===== src/rtl/return_coin_dispenser_pkg.sv =====
// Shared vending-machine definitions: coin denominations, balance width and
// the return-dispenser state encoding.
package return_coin_dispenser_pkg;

    localparam int unsigned kNumItems   = 4;
    localparam int unsigned kNumCoins   = 3;
    localparam int unsigned kTotalBits  = 31;
    localparam int unsigned kCountBits  = 8;
    localparam int unsigned kInitCount  = 8;

    // Coin input vector and return vector share this bit order: bit 0 = smallest coin.
    localparam int unsigned kCoinValue0 = 100;
    localparam int unsigned kCoinValue1 = 500;
    localparam int unsigned kCoinValue2 = 1000;

    typedef enum logic [1:0] {
        StIdle     = 2'd0,
        StDispense = 2'd1,
        StDone     = 2'd2
    } dispense_state_e;

    function automatic int unsigned coin_value(input int unsigned idx,
                                               input int unsigned v0,
                                               input int unsigned v1,
                                               input int unsigned v2);
        int unsigned v;
        unique case (idx)
            0:       v = v0;
            1:       v = v1;
            default: v = v2;
        endcase
        return v;
    endfunction

endpackage


===== src/rtl/return_coin_dispenser_coin_selector.sv =====
// Combinational picker: the largest denomination that fits the remaining
// balance and still has stock. Reports it one-hot with its value.
module coin_selector
    import return_coin_dispenser_pkg::*;
#(
    parameter int unsigned NumCoins  = kNumCoins,
    parameter int unsigned TotalBits = kTotalBits,
    parameter int unsigned CountBits = kCountBits
) (
    input  logic [TotalBits-1:0]          remaining_i,
    input  logic [NumCoins*TotalBits-1:0] coin_values_i,
    input  logic [NumCoins*CountBits-1:0] counts_i,
    output logic [NumCoins-1:0]           sel_onehot_o,
    output logic [TotalBits-1:0]          sel_value_o,
    output logic                          sel_valid_o
);

    logic [TotalBits-1:0] value;
    logic [CountBits-1:0] count;

    // Ascending scan: the last eligible index wins, i.e. the largest coin.
    always_comb begin
        sel_onehot_o = '0;
        sel_value_o  = '0;
        sel_valid_o  = 1'b0;
        value        = '0;
        count        = '0;
        for (int i = 0; i < int'(NumCoins); i++) begin
            value = coin_values_i[i*TotalBits +: TotalBits];
            count = counts_i[i*CountBits +: CountBits];
            if ((value <= remaining_i) && (count != '0)) begin
                sel_onehot_o    = '0;
                sel_onehot_o[i] = 1'b1;
                sel_value_o     = value;
                sel_valid_o     = 1'b1;
            end
        end
    end

endmodule


===== src/rtl/return_coin_dispenser.sv =====
// Change-return dispenser: on a trigger, ejects one coin per cycle, largest
// first, then pulses o_done with whatever balance could not be paid out.
module return_coin_dispenser #(
    parameter int unsigned kNumCoins   = return_coin_dispenser_pkg::kNumCoins,
    parameter int unsigned kTotalBits  = return_coin_dispenser_pkg::kTotalBits,
    parameter int unsigned kCoinValue0 = return_coin_dispenser_pkg::kCoinValue0,
    parameter int unsigned kCoinValue1 = return_coin_dispenser_pkg::kCoinValue1,
    parameter int unsigned kCoinValue2 = return_coin_dispenser_pkg::kCoinValue2,
    parameter int unsigned kInitCount  = return_coin_dispenser_pkg::kInitCount
) (
    input  logic                    clk,
    input  logic                    reset,
    input  logic                    i_trigger_return,
    input  logic [kTotalBits-1:0]   i_total,
    input  logic                    i_refill,
    output logic [kNumCoins-1:0]    o_return_coin,
    output logic                    o_busy,
    output logic                    o_done,
    output logic [kTotalBits-1:0]   o_residue,
    output logic [kNumCoins*8-1:0]  o_coin_count
);
    import return_coin_dispenser_pkg::*;

    localparam logic [7:0] kInitCnt = 8'(kInitCount);

    dispense_state_e       state_q, state_d;
    logic [kTotalBits-1:0] remaining_q, remaining_d;
    logic [7:0]            count_q [kNumCoins];
    logic [7:0]            count_d [kNumCoins];
    logic [kNumCoins-1:0]  return_coin_q, return_coin_d;
    logic                  busy_q, busy_d;
    logic                  done_q, done_d;
    logic [kTotalBits-1:0] residue_q, residue_d;

    logic [kNumCoins*kTotalBits-1:0] coin_values;
    logic [kNumCoins*8-1:0]          counts_flat;
    logic [kNumCoins-1:0]            sel_onehot;
    logic [kTotalBits-1:0]           sel_value;
    logic                            sel_valid;

    for (genvar g = 0; g < int'(kNumCoins); g++) begin : g_coin
        assign coin_values[g*kTotalBits +: kTotalBits] =
            kTotalBits'(coin_value(g, kCoinValue0, kCoinValue1, kCoinValue2));
        assign counts_flat[g*8 +: 8] = count_q[g];
    end

    coin_selector #(
        .NumCoins  (kNumCoins),
        .TotalBits (kTotalBits),
        .CountBits (8)
    ) u_coin_selector (
        .remaining_i   (remaining_q),
        .coin_values_i (coin_values),
        .counts_i      (counts_flat),
        .sel_onehot_o  (sel_onehot),
        .sel_value_o   (sel_value),
        .sel_valid_o   (sel_valid)
    );

    always_comb begin
        state_d       = state_q;
        remaining_d   = remaining_q;
        count_d       = count_q;
        return_coin_d = '0;

        unique case (state_q)
            StIdle: begin
                if (i_refill) begin
                    for (int i = 0; i < int'(kNumCoins); i++) begin
                        count_d[i] = kInitCnt;
                    end
                end
                if (i_trigger_return) begin
                    remaining_d = i_total;
                    state_d     = (i_total != '0) ? StDispense : StDone;
                end
            end
            StDispense: begin
                if (sel_valid) begin
                    return_coin_d = sel_onehot;
                    remaining_d   = remaining_q - sel_value;
                    for (int i = 0; i < int'(kNumCoins); i++) begin
                        if (sel_onehot[i] && (count_q[i] != 8'd0)) begin
                            count_d[i] = count_q[i] - 8'd1;
                        end
                    end
                end else begin
                    state_d = StDone;
                end
            end
            StDone: begin
                state_d = StIdle;
            end
            default: begin
                state_d = StIdle;
            end
        endcase

        // Outputs are registered alongside the state they describe.
        busy_d    = (state_d != StIdle);
        done_d    = (state_d == StDone);
        residue_d = (state_d == StDone) ? remaining_d : '0;
    end

    always_ff @(posedge clk) begin
        if (reset) begin
            state_q       <= StIdle;
            remaining_q   <= '0;
            return_coin_q <= '0;
            busy_q        <= 1'b0;
            done_q        <= 1'b0;
            residue_q     <= '0;
            for (int i = 0; i < int'(kNumCoins); i++) begin
                count_q[i] <= kInitCnt;
            end
        end else begin
            state_q       <= state_d;
            remaining_q   <= remaining_d;
            return_coin_q <= return_coin_d;
            busy_q        <= busy_d;
            done_q        <= done_d;
            residue_q     <= residue_d;
            count_q       <= count_d;
        end
    end

    assign o_return_coin = return_coin_q;
    assign o_busy        = busy_q;
    assign o_done        = done_q;
    assign o_residue     = residue_q;
    assign o_coin_count  = counts_flat;

endmodule

===== config.mk =====
export PLATFORM = sky130hd
export DESIGN_NAME = return_coin_dispenser
export DESIGN_NICKNAME = d
export VERILOG_FILES = /design/src/rtl/return_coin_dispenser_pkg.sv /design/src/rtl/return_coin_dispenser_coin_selector.sv /design/src/rtl/return_coin_dispenser.sv
export SDC_FILE = /design/constraint.sdc
export NUM_CORES = 1
export LEC_CHECK = 0
export BUFFER_PORTS_ARGS = -buffer_cell sky130_fd_sc_hd__buf_2
export CORE_MARGIN = 2
export CORE_UTILIZATION = 56
export CTS_CLUSTER_DIAMETER = 60
export DETAILED_ROUTE_END_ITERATION = 16
export PLACE_DENSITY = 0.88
export SYNTH_ARGS = -nofsm -noshare
export SYNTH_HDL_FRONTEND = slang
export SYNTH_SLANG_ARGS = --single-unit

===== constraint.sdc =====
create_clock -name clk -period 7.75 [get_ports clk]
set_clock_uncertainty 0.1 [all_clocks]
set_input_delay 1.1625 -clock clk [delete_from_list [all_inputs] [get_ports clk]]
set_output_delay 1.1625 -clock clk [all_outputs]
set_load 0.01 [all_outputs]

Word-level counts from Yosys, hierarchy flattened
Index checks and enable logic that the tools add are counted.

Register bits: 93. Input bits: 35. Output and inout bits: 60. Word-level logic and storage cells: 66.

Add/subtract/negate cells: 4. Magnitude comparators: 3. Equality and inequality tests: 7. Mux-type cells: 22. Bitwise logic cells: 3. Reduce and logical (&&, ||, !) cells: 18.

Operator list (number): 2-to-1 mux 31 bit (2); case mux 31 bit (2 select lines) (1); 2-to-1 mux 24 bit (2); case mux 24 bit (2 select lines) (1); <= comparator 10 x 31 -> 1 bit (first input constant) (1); <= comparator 7 x 31 -> 1 bit (first input constant) (1); <= comparator 9 x 31 -> 1 bit (first input constant) (1); nonzero test 31 bit (1); subtractor 31 bit (1); 2-to-1 mux 8 bit (3); nonzero test 8 bit (3); subtractor 8 x 1 -> 8 bit (second input constant) (3); AND reduction 4 bit (3); 2-to-1 mux 10 bit (1); inequality test 2 bit (second input constant) (5); 2-to-1 mux 9 bit (1); 2-to-1 mux 2 bit (4); 2-to-1 mux 7 bit (1); logical AND 1 bit (6); 2-to-1 mux 1 bit (4); case mux 2 bit (2 select lines) (1); nonzero test 2 bit (2); 2-to-1 mux 3 bit (1); NOT 1 bit (3); other kinds (5) (5).

Logic depth before layout (Yosys ltp)
Gate-level depths: netlist (run 1).

Word-level depth: 10. Depth in mapped cells: 19. Depth with buffers taken out: 17.

Hierarchy
A second synthesis (run 1) with hierarchy kept.

Cell total of the unflattened synthesis: 1117. Area total of the unflattened synthesis: 8647.0 um^2.

By module, submodules not included: return_coin_dispenser (times used 1, cells an instance 675, area each 5467.7 um^2); coin_selector (times used 1, cells an instance 442, area each 3179.3 um^2).

Least setup slack after synthesis (run 1)
No wires, ideal clock.

Path type: register to register. Start: register remaining_q[22]. End: register residue_q[20] (netlist: o_residue[20]). Arrival time: 4.034 ns. Data required time: 7.584 ns. Setup slack: 3.549 ns. Cell stages (with the launch flop): 18. Buffers on the path: 1. Clock period less this slack: 4.201 ns. Cell sequence: dfxtp_1 > nor4_4 > nand4_1 > or4_4 > a21o_1 > a21oi_1 > ha_1 > inv_1 > fa_1 > a21o_1 > a31o_2 > a21oi_1 > nand2b_1 > o311ai_1 > buf_2 > or4_1 > o211a_1 > nor2_1.

Longest elaborated chain between the ends: 10.

RTL lines: start, declared (RTL line return_coin_dispenser.sv:27) `logic [kTotalBits-1:0] remaining_q, remaining_d;`; start signal, assigned (RTL line return_coin_dispenser.sv:118) `remaining_q <= remaining_d;`; branches (longest 10 deep; another with <= comparator 7 x 31 -> 1 bit); end signal, assigned (RTL line return_coin_dispenser.sv:122) `residue_q <= residue_d;`; end, declared (RTL line return_coin_dispenser.sv:33) `logic [kTotalBits-1:0] residue_q, residue_d;`.

Parallel ways; which one is timed is not known. A chain may end at the register's enable or synchronous reset.

Worst setup path after layout (run 1)
Start: register remaining_q[19]. End: register residue_q[16] (netlist: o_residue[16]).

Same word-level chain as after synthesis.

==> out/qor.yml, run 1 <==
clock_network:
  clkTransAtPathRegs_ps: 90
  cts_buffers: 9
  cts_tree: "done"
  cts_hold_buffers: 0
  htreeDepth: 3
  ctsResizeCount: 0
  clock_sinks: 93
  post_cts_buffers: 0
  clkLatencyLatePin_ps: 370
  clock_path_buffers: 2
  root_buffer: "clkbuf_8"
grt:
  track_usage_pct: 31.2
  grt_max_degree: 47
  first_global_vias: 4743
  grt_overflow_total: 0
  antenna_found_initial: 0
  globalRouteMet3Util_pct: 6.19
  grt_pass1_wl_um: 24000
  met2_usage_pct: 51.0
  grt_use_met1_pct: 40.4
  busiest_layer: "met2"
logic_synthesis:
  syn_inst: 602
  synth.area.mux_share_pct: 2.29
  synth_common_cells: "93 x dfxtp_1, 92 x nor2_1, 36 x nor3_1, 35 x nand2_1, 34 x a21oi_1"
  ys_types: 69
  synth_area_leader_cell: "dfxtp_1"
  ys_ff_latch: 93
  synth_xor_area_share_pct: 3.78
  postSynthAreaPerCell_sq_um: 8.09
  seq_area_frac_synth_pct: 38.2
  synth_top_cell_area_share_pct: 38.2
  synthSimpleGateAreaFrac_pct: 29.8
  async_reset_ff_share_pct: 0
  synth_flop_cell: "dfxtp_1"
  netlist_area_sq_mm: 0.00487
  synth_nets: 650
  synth_compound_area_share_pct: 18.0
  synth_top_family_by_area: "simple AND/OR/NAND/NOR gates"
  synth.most_common_cell: "dfxtp_1"
  synth_warnings: 0
  synth_adder_area_share_pct: 3.49
  synth-edff-count: 0
  synthTopCellsByArea: "dfxtp_1 38%, nor2_1 7.1%, nor3_1 3.7%"
place:
  gp_congestion: 0.936
  place_area_sq_mm: 0.00540
  hpwlAfterDp_um: 10500
  dp_cells: 777
  portBuffers: 94
drt:
  drt_wl_total_um: 14900
  drc: 0
  num_vias: 5055
  ant_nets: 0
  detail_route.iter0.violations: 411
  dr.pass1.iters: 6
  vias_per_cell: 6.37
  routedWlPerCell_um: 18.8
floorplanning:
  num_rows: 34
  die-area_sq_mm: 0.00946
  start_util_pct: 56.7
  die_w_um: 97.3
  die_y_um: 97.3
  core_sq_mm: 0.00859
  num_io_pins: 95
power:
  leakage_nw: 2.36
  seq_power_share_pct: 46.0
  vdd_drop_max_v: 0.000147
  power_switching_share_pct: 32.4
  p_int_w: 0.000794
  clkPwrFrac_pct: 30.6
  power_frac_comb_pct: 23.4
  power_density_mw_per_mm2: 209
  p_switching_w: 0.000380
  total_power_w: 0.00117
final_layout:
  design_area_sq_mm: 0.00561
  diodes: 0
  final_util_pct: 65.3
  drive_gt1_share_pct: 18.7
  area_growth_pct: 15.2
  nets: 728
  instances_no_fill: 793
job:
  maxCapViolCount: 0
timing:
  relSlewSlack_pct: 34.5
  setup_tns_ps: 0
  period_needed_ps: 4810
  drv_slew: 0
  rsz0062_at_grt: "false"
  period_share_pct: 62.0
  worst_slew_pin_slew_ps: 979
  finalHoldViolations: 0
  setup_viol: 0
  max_clock_freq_mhz: 208
setup_path:
  crit_arrival_ps: 4950
  endpoint_kind: "flip-flop"
  cpMostUsedCell: "a21oi_1"
  critical_path_class: "reg2reg"
  crit_path_start_kind: "flip-flop"
  crit_slowest_cell: "nor4_1"
  cpPeakStageDelay_ps: 600
  timing.critical_path.fanout_max: 11
  path_cells: "nor4_1 -> nand4_1 -> or4_4 -> a21o_1 -> a21oi_1 -> ha_1 -> inv_1 -> fa_1 -> a21o_1 -> a31o_2 -> a21oi_1 -> nand2b_1 -> o311ai_1 -> buf_4 -> or4b_1 -> a21oi_1 -> nor3_1"
  worst_ep_required_time_ps: 7890
hold_path:
  hold_path_class: "reg2reg"
status:
  run_status: "complete, no violations"
placed cells by master, fill, tap and decap left out, types with 6 or more instances in the layout:
master,instances
buf_2,94
dfxtp_1,93
nor2_1,92
nor3_1,36
nand2_1,35
a21oi_1,34
nor4_1,23
inv_1,21
o21ai_0,19
o22ai_1,17
xnor2_1,14
nor2b_1,12
ha_1,12
nand3_1,11
nand4_1,11
mux2i_1,10
clkbuf_8,9
or3_1,8
a31oi_1,8
or4_1,7
a211oi_1,7
xor2_1,7
and2_1,6
and3_1,6
buf_4,6
stage by stage:
| step | hold slack (ps) | setup WS, ps |
|---|---|---|
| floorplan | 406 | 3550 |
| global placement | 386 | 3200 |
| detailed placement | 383 | 3080 |
| CTS | 404 | 3010 |
| global route | 425 | 2630 |
| finish | 405 | 2940 |
registers in the layout (all words and copies together), names as in the netlist:
register       cells
o_residue         31
remaining_q       31
o_coin_count      24
o_done             1
o_busy             1
o_return_coin      3
state_q            2
routing by layer:
layer / vias up / share of wire [%]
li1: 2359 / -
met1: 2346 / 40
met2: 301 / 47
met3: 49 / 9.8
met4: 0 / 3.0
met5: - / 0
cell type report:
type	instances	area [sq um]
timing repair buffer	100	515
multi-input combinational	454	2800
sequential	93	1860
fill	768	2980
inverter	22	82.6
clock buffer	11	131
clock inverter	5	82.6
tap	108	135
power by group through the flow:
stage                     logic, W  registers, W  clock network, W
after floorplan           0.000195      0.000543                 0
after global placement    0.000262      0.000548                 0
after detailed placement  0.000267      0.000550                 0
after CTS                 0.000270      0.000539          0.000359
after global routing      0.000303      0.000545          0.000381
final                     0.000275      0.000540          0.000359
path summary, 6_finish.rpt:
path	startpoint	to	slack, ps	depth (start not counted)
worst min register to register	o_coin_count[9]	o_coin_count[9]	410	2
worst max-delay path	remaining_q[19]	o_residue[16]	2940	17
worst max register to register	remaining_q[19]	o_residue[16]	2940	17
worst min-delay path	o_coin_count[9]	o_coin_count[9]	410	2
logic make-up after synthesis:
group,Yosys count
AO/OA/AOI/OAI,132
flip-flops,93
XOR/XNOR,21
buffers and inverters,55
multiplexers,11
adder cells (fa/ha/maj),13
AND/OR/NAND/NOR,277
worst max-delay path: cells and delay by family, from the launching register on:
kind,cells,cell delay (ps)
adder cells (fa/ha/maj),2,590
AO/OA/AOI/OAI,7,1360
AND/OR/NAND/NOR,6,2000
buffers and inverters,2,250
flip-flops,1,360
No activity file was read; power rests on OpenSTA's default activity.
==> run 2: changes to the inputs <==
==> constraint.sdc (replaced) <==
create_clock -name clk -period 4.9 [get_ports clk]
set_clock_uncertainty 0.1 [all_clocks]
set_input_delay 0.735 -clock clk [delete_from_list [all_inputs] [get_ports clk]]
set_output_delay 0.735 -clock clk [all_outputs]
set_load 0.01 [all_outputs]
==> run 2 against run 1 <==
Against the previous run: largest cell class unchanged; utilization up 1.2 points; die area stayed put; hold slack gained 15 ps; register-to-register slack lost 2800 ps; routed wire length grew 4.5%; fmax up 1.4%; power rose by 57%; global-route usage is 1.3 points higher; combinational power is 71% higher; non-clock buffer count is 17 higher; final area increased by 1.9%; clock power increased by 45%.
==> out/qor.yml, run 2 (synthesis results as in run 1) <==
setup_path:
  timing.critical_path.fanout_max: 8  # -3
  endpoint_kind: "flip-flop"
  cpPeakStageDelay_ps: 580  # -20 ps
  path_cells: "nor4_4 -> nand4_1 -> or4_4 -> a21o_1 -> a21oi_1 -> ha_1 -> inv_1 -> fa_1 -> a21o_1 -> a31o_2 -> a21oi_1 -> nand2b_1 -> o311ai_1 -> buf_4 -> or4_1 -> a21oi_2 -> nor2_1"
  crit_slowest_cell: "or4_4"
  critical_path_class: "reg2reg"
  r2r_cells: 17  # unchanged
  worst_ep_required_time_ps: 5060  # -2830 ps
  crit_arrival_ps: 4900  # -50 ps
  crit_path_start_kind: "flip-flop"
grt:
  track_usage_pct: 32.4  # +1.3 points
  grt_pass1_wl_um: 24900  # +3.8%
  first_global_vias: 4979  # +5.0%
  grt_overflow_total: 0  # unchanged
  antenna_found_initial: 0  # unchanged
  grt_max_degree: 38  # -19%
power:
  p_switching_w: 0.000621  # +63%
  power_density_mw_per_mm2: 322  # +54%
  power_switching_share_pct: 33.7  # +1.4 points
  seq_power_share_pct: 46.2  # +0.2 points
  p_int_w: 0.00122  # +54%
  power_frac_comb_pct: 25.5  # +2.1 points
  clkPwrFrac_pct: 28.2  # -2.4 points
  leakage_nw: 2.42  # +2.5%
  vdd_drop_max_v: 0.000163  # +11%
drt:
  num_vias: 5177  # +2.4%
  vias_per_cell: 6.40  # +0.39%
  dr.pass1.iters: 6  # unchanged
  drc: 0  # unchanged
  routedWlPerCell_um: 19.3  # +2.4%
  ant_nets: 0  # unchanged
  drt_wl_total_um: 15600  # +4.5%
  detail_route.iter0.violations: 348  # -15%
final_layout:
  diodes: 0  # unchanged
  nets: 745  # +2.3%
  drive_gt1_share_pct: 20.8  # +2.1 points
  n_fill_cell: 754  # -1.8%
  final_util_pct: 66.5  # +1.2 points
  instances_no_fill: 809  # +2.0%
  mostFrequentLayoutCell: "buf_2"
  mostFrequentLayoutCells: "94 x buf_2, 93 x dfxtp_1, 92 x nor2_1, 36 x nor3_1, 35 x nand2_1"
  area_growth_pct: 17.4
place:
  gp_congestion: 0.967  # +3.3%
  dp_cells: 791  # +1.8%
  hpwlAfterDp_um: 11300  # +7.3%
  portBuffers: 94  # unchanged
timing:
  max_clock_freq_mhz: 211  # +1.4%
  hold_ws_ps: 421  # +15.4 ps
  period_share_pct: 96.8  # +35 points
  worst_slew_pin_slew_ps: 802  # -177 ps
  relSlewSlack_pct: 46.4  # +12 points
  finalHoldViolations: 0  # unchanged
  setup_tns_ps: 0  # unchanged
  drv_slew: 0  # unchanged
  period_needed_ps: 4740  # -64.8 ps
  setup_viol: 0  # unchanged
clock_network:
  clock_sinks: 93  # unchanged
  clkTransAtPathRegs_ps: 100  # about the same
  clock_path_buffers: 2  # unchanged
  htreeDepth: 3  # unchanged
  clkLatencyLatePin_ps: 370  # about the same
  root_buffer: "clkbuf_8"
  cts_buffers: 9  # unchanged
  cts_tree: "done"
floorplanning:
  die_y_um: 97.3  # unchanged
  die-area_sq_mm: 0.00946  # unchanged
  num_rows: 34  # unchanged
  die_w_um: 97.3  # unchanged
  num_io_pins: 95  # unchanged
  start_util_pct: 56.7  # unchanged
  core_sq_mm: 0.00859  # unchanged
status:
  run_status: "complete, no violations"
job:
  maxCapViolCount: 0  # unchanged
hold_path:
  hold_depth: 2  # unchanged
  hold_path_class: "reg2reg"
==> run 2: cell type report <==
type	count	area [sq um]	share of cell area (%)
multi-input cells	454	2810	49.1
flip-flops and latches	93	1860	32.6
repair buffers	117	643	11.2
well taps	108	135	2.36
clock buffers	10	128	2.23
inverters	22	82.6	1.44
clock inverters	5	61.3	1.07
==> run 2: stage by stage <==
step / cell area [sq um] / worst slack, ps / total power [W]
finish: 5720 / 156 / 0.00184
global route: 5720 / -19.6 / 0.00192
CTS: 5690 / 161 / 0.00182
detailed placement: 5500 / 174 / 0.00132
global placement: 5500 / 376 / 0.00130
floorplan: 4870 / 699 / 0.00117
==> run 2: critical path, delay by kind of cell, from the launching register on <==
kind | cells | cell delay, ps
flops | 1 | 380
simple gates | 6 | 1840
buf+inv | 2 | 270
fa+ha+maj | 2 | 610
compound gates | 7 | 1430
==> run 2: final timing paths <==
| kind | start | endpoint | slack, ps |
|---|---|---|---|
| worst max-delay path | remaining_q[25] | o_residue[18] | 160 |
| worst max register to register | remaining_q[25] | o_residue[18] | 160 |
| worst min-delay path | o_coin_count[9] | o_coin_count[9] | 420 |
| worst min register to register | o_coin_count[9] | o_coin_count[9] | 420 |
==> run 2: power groups by stage <==
stage	Clock (W)	Sequential, W	Combinational [W]
final	0.000520	0.000851	0.000470
after global routing	0.000549	0.000858	0.000512
after CTS	0.000519	0.000849	0.000454
after detailed placement	0	0.000866	0.000449
after global placement	0	0.000863	0.000439
after floorplan	0	0.000859	0.000308
==> run 2: per-layer routing <==
layer | up-vias | global-route usage [%] | wire (um)
met2 | 280 | 54.9 | 7460
met5 | - | 0 | 0
met1 | 2445 | 41.4 | 6370
met4 | 0 | 12.0 | 500
met3 | 62 | 5.97 | 1250
li1 | 2390 | - | -
==> run 2: timing repair <==
| action | in CTS | in global routing |
|---|---|---|
| endpoints found under the setup margin | 0 | 4 |
| resized for setup | 0 | 1 |
| hold buffers | 0 | 0 |
| setup buffers | 0 | 3 |
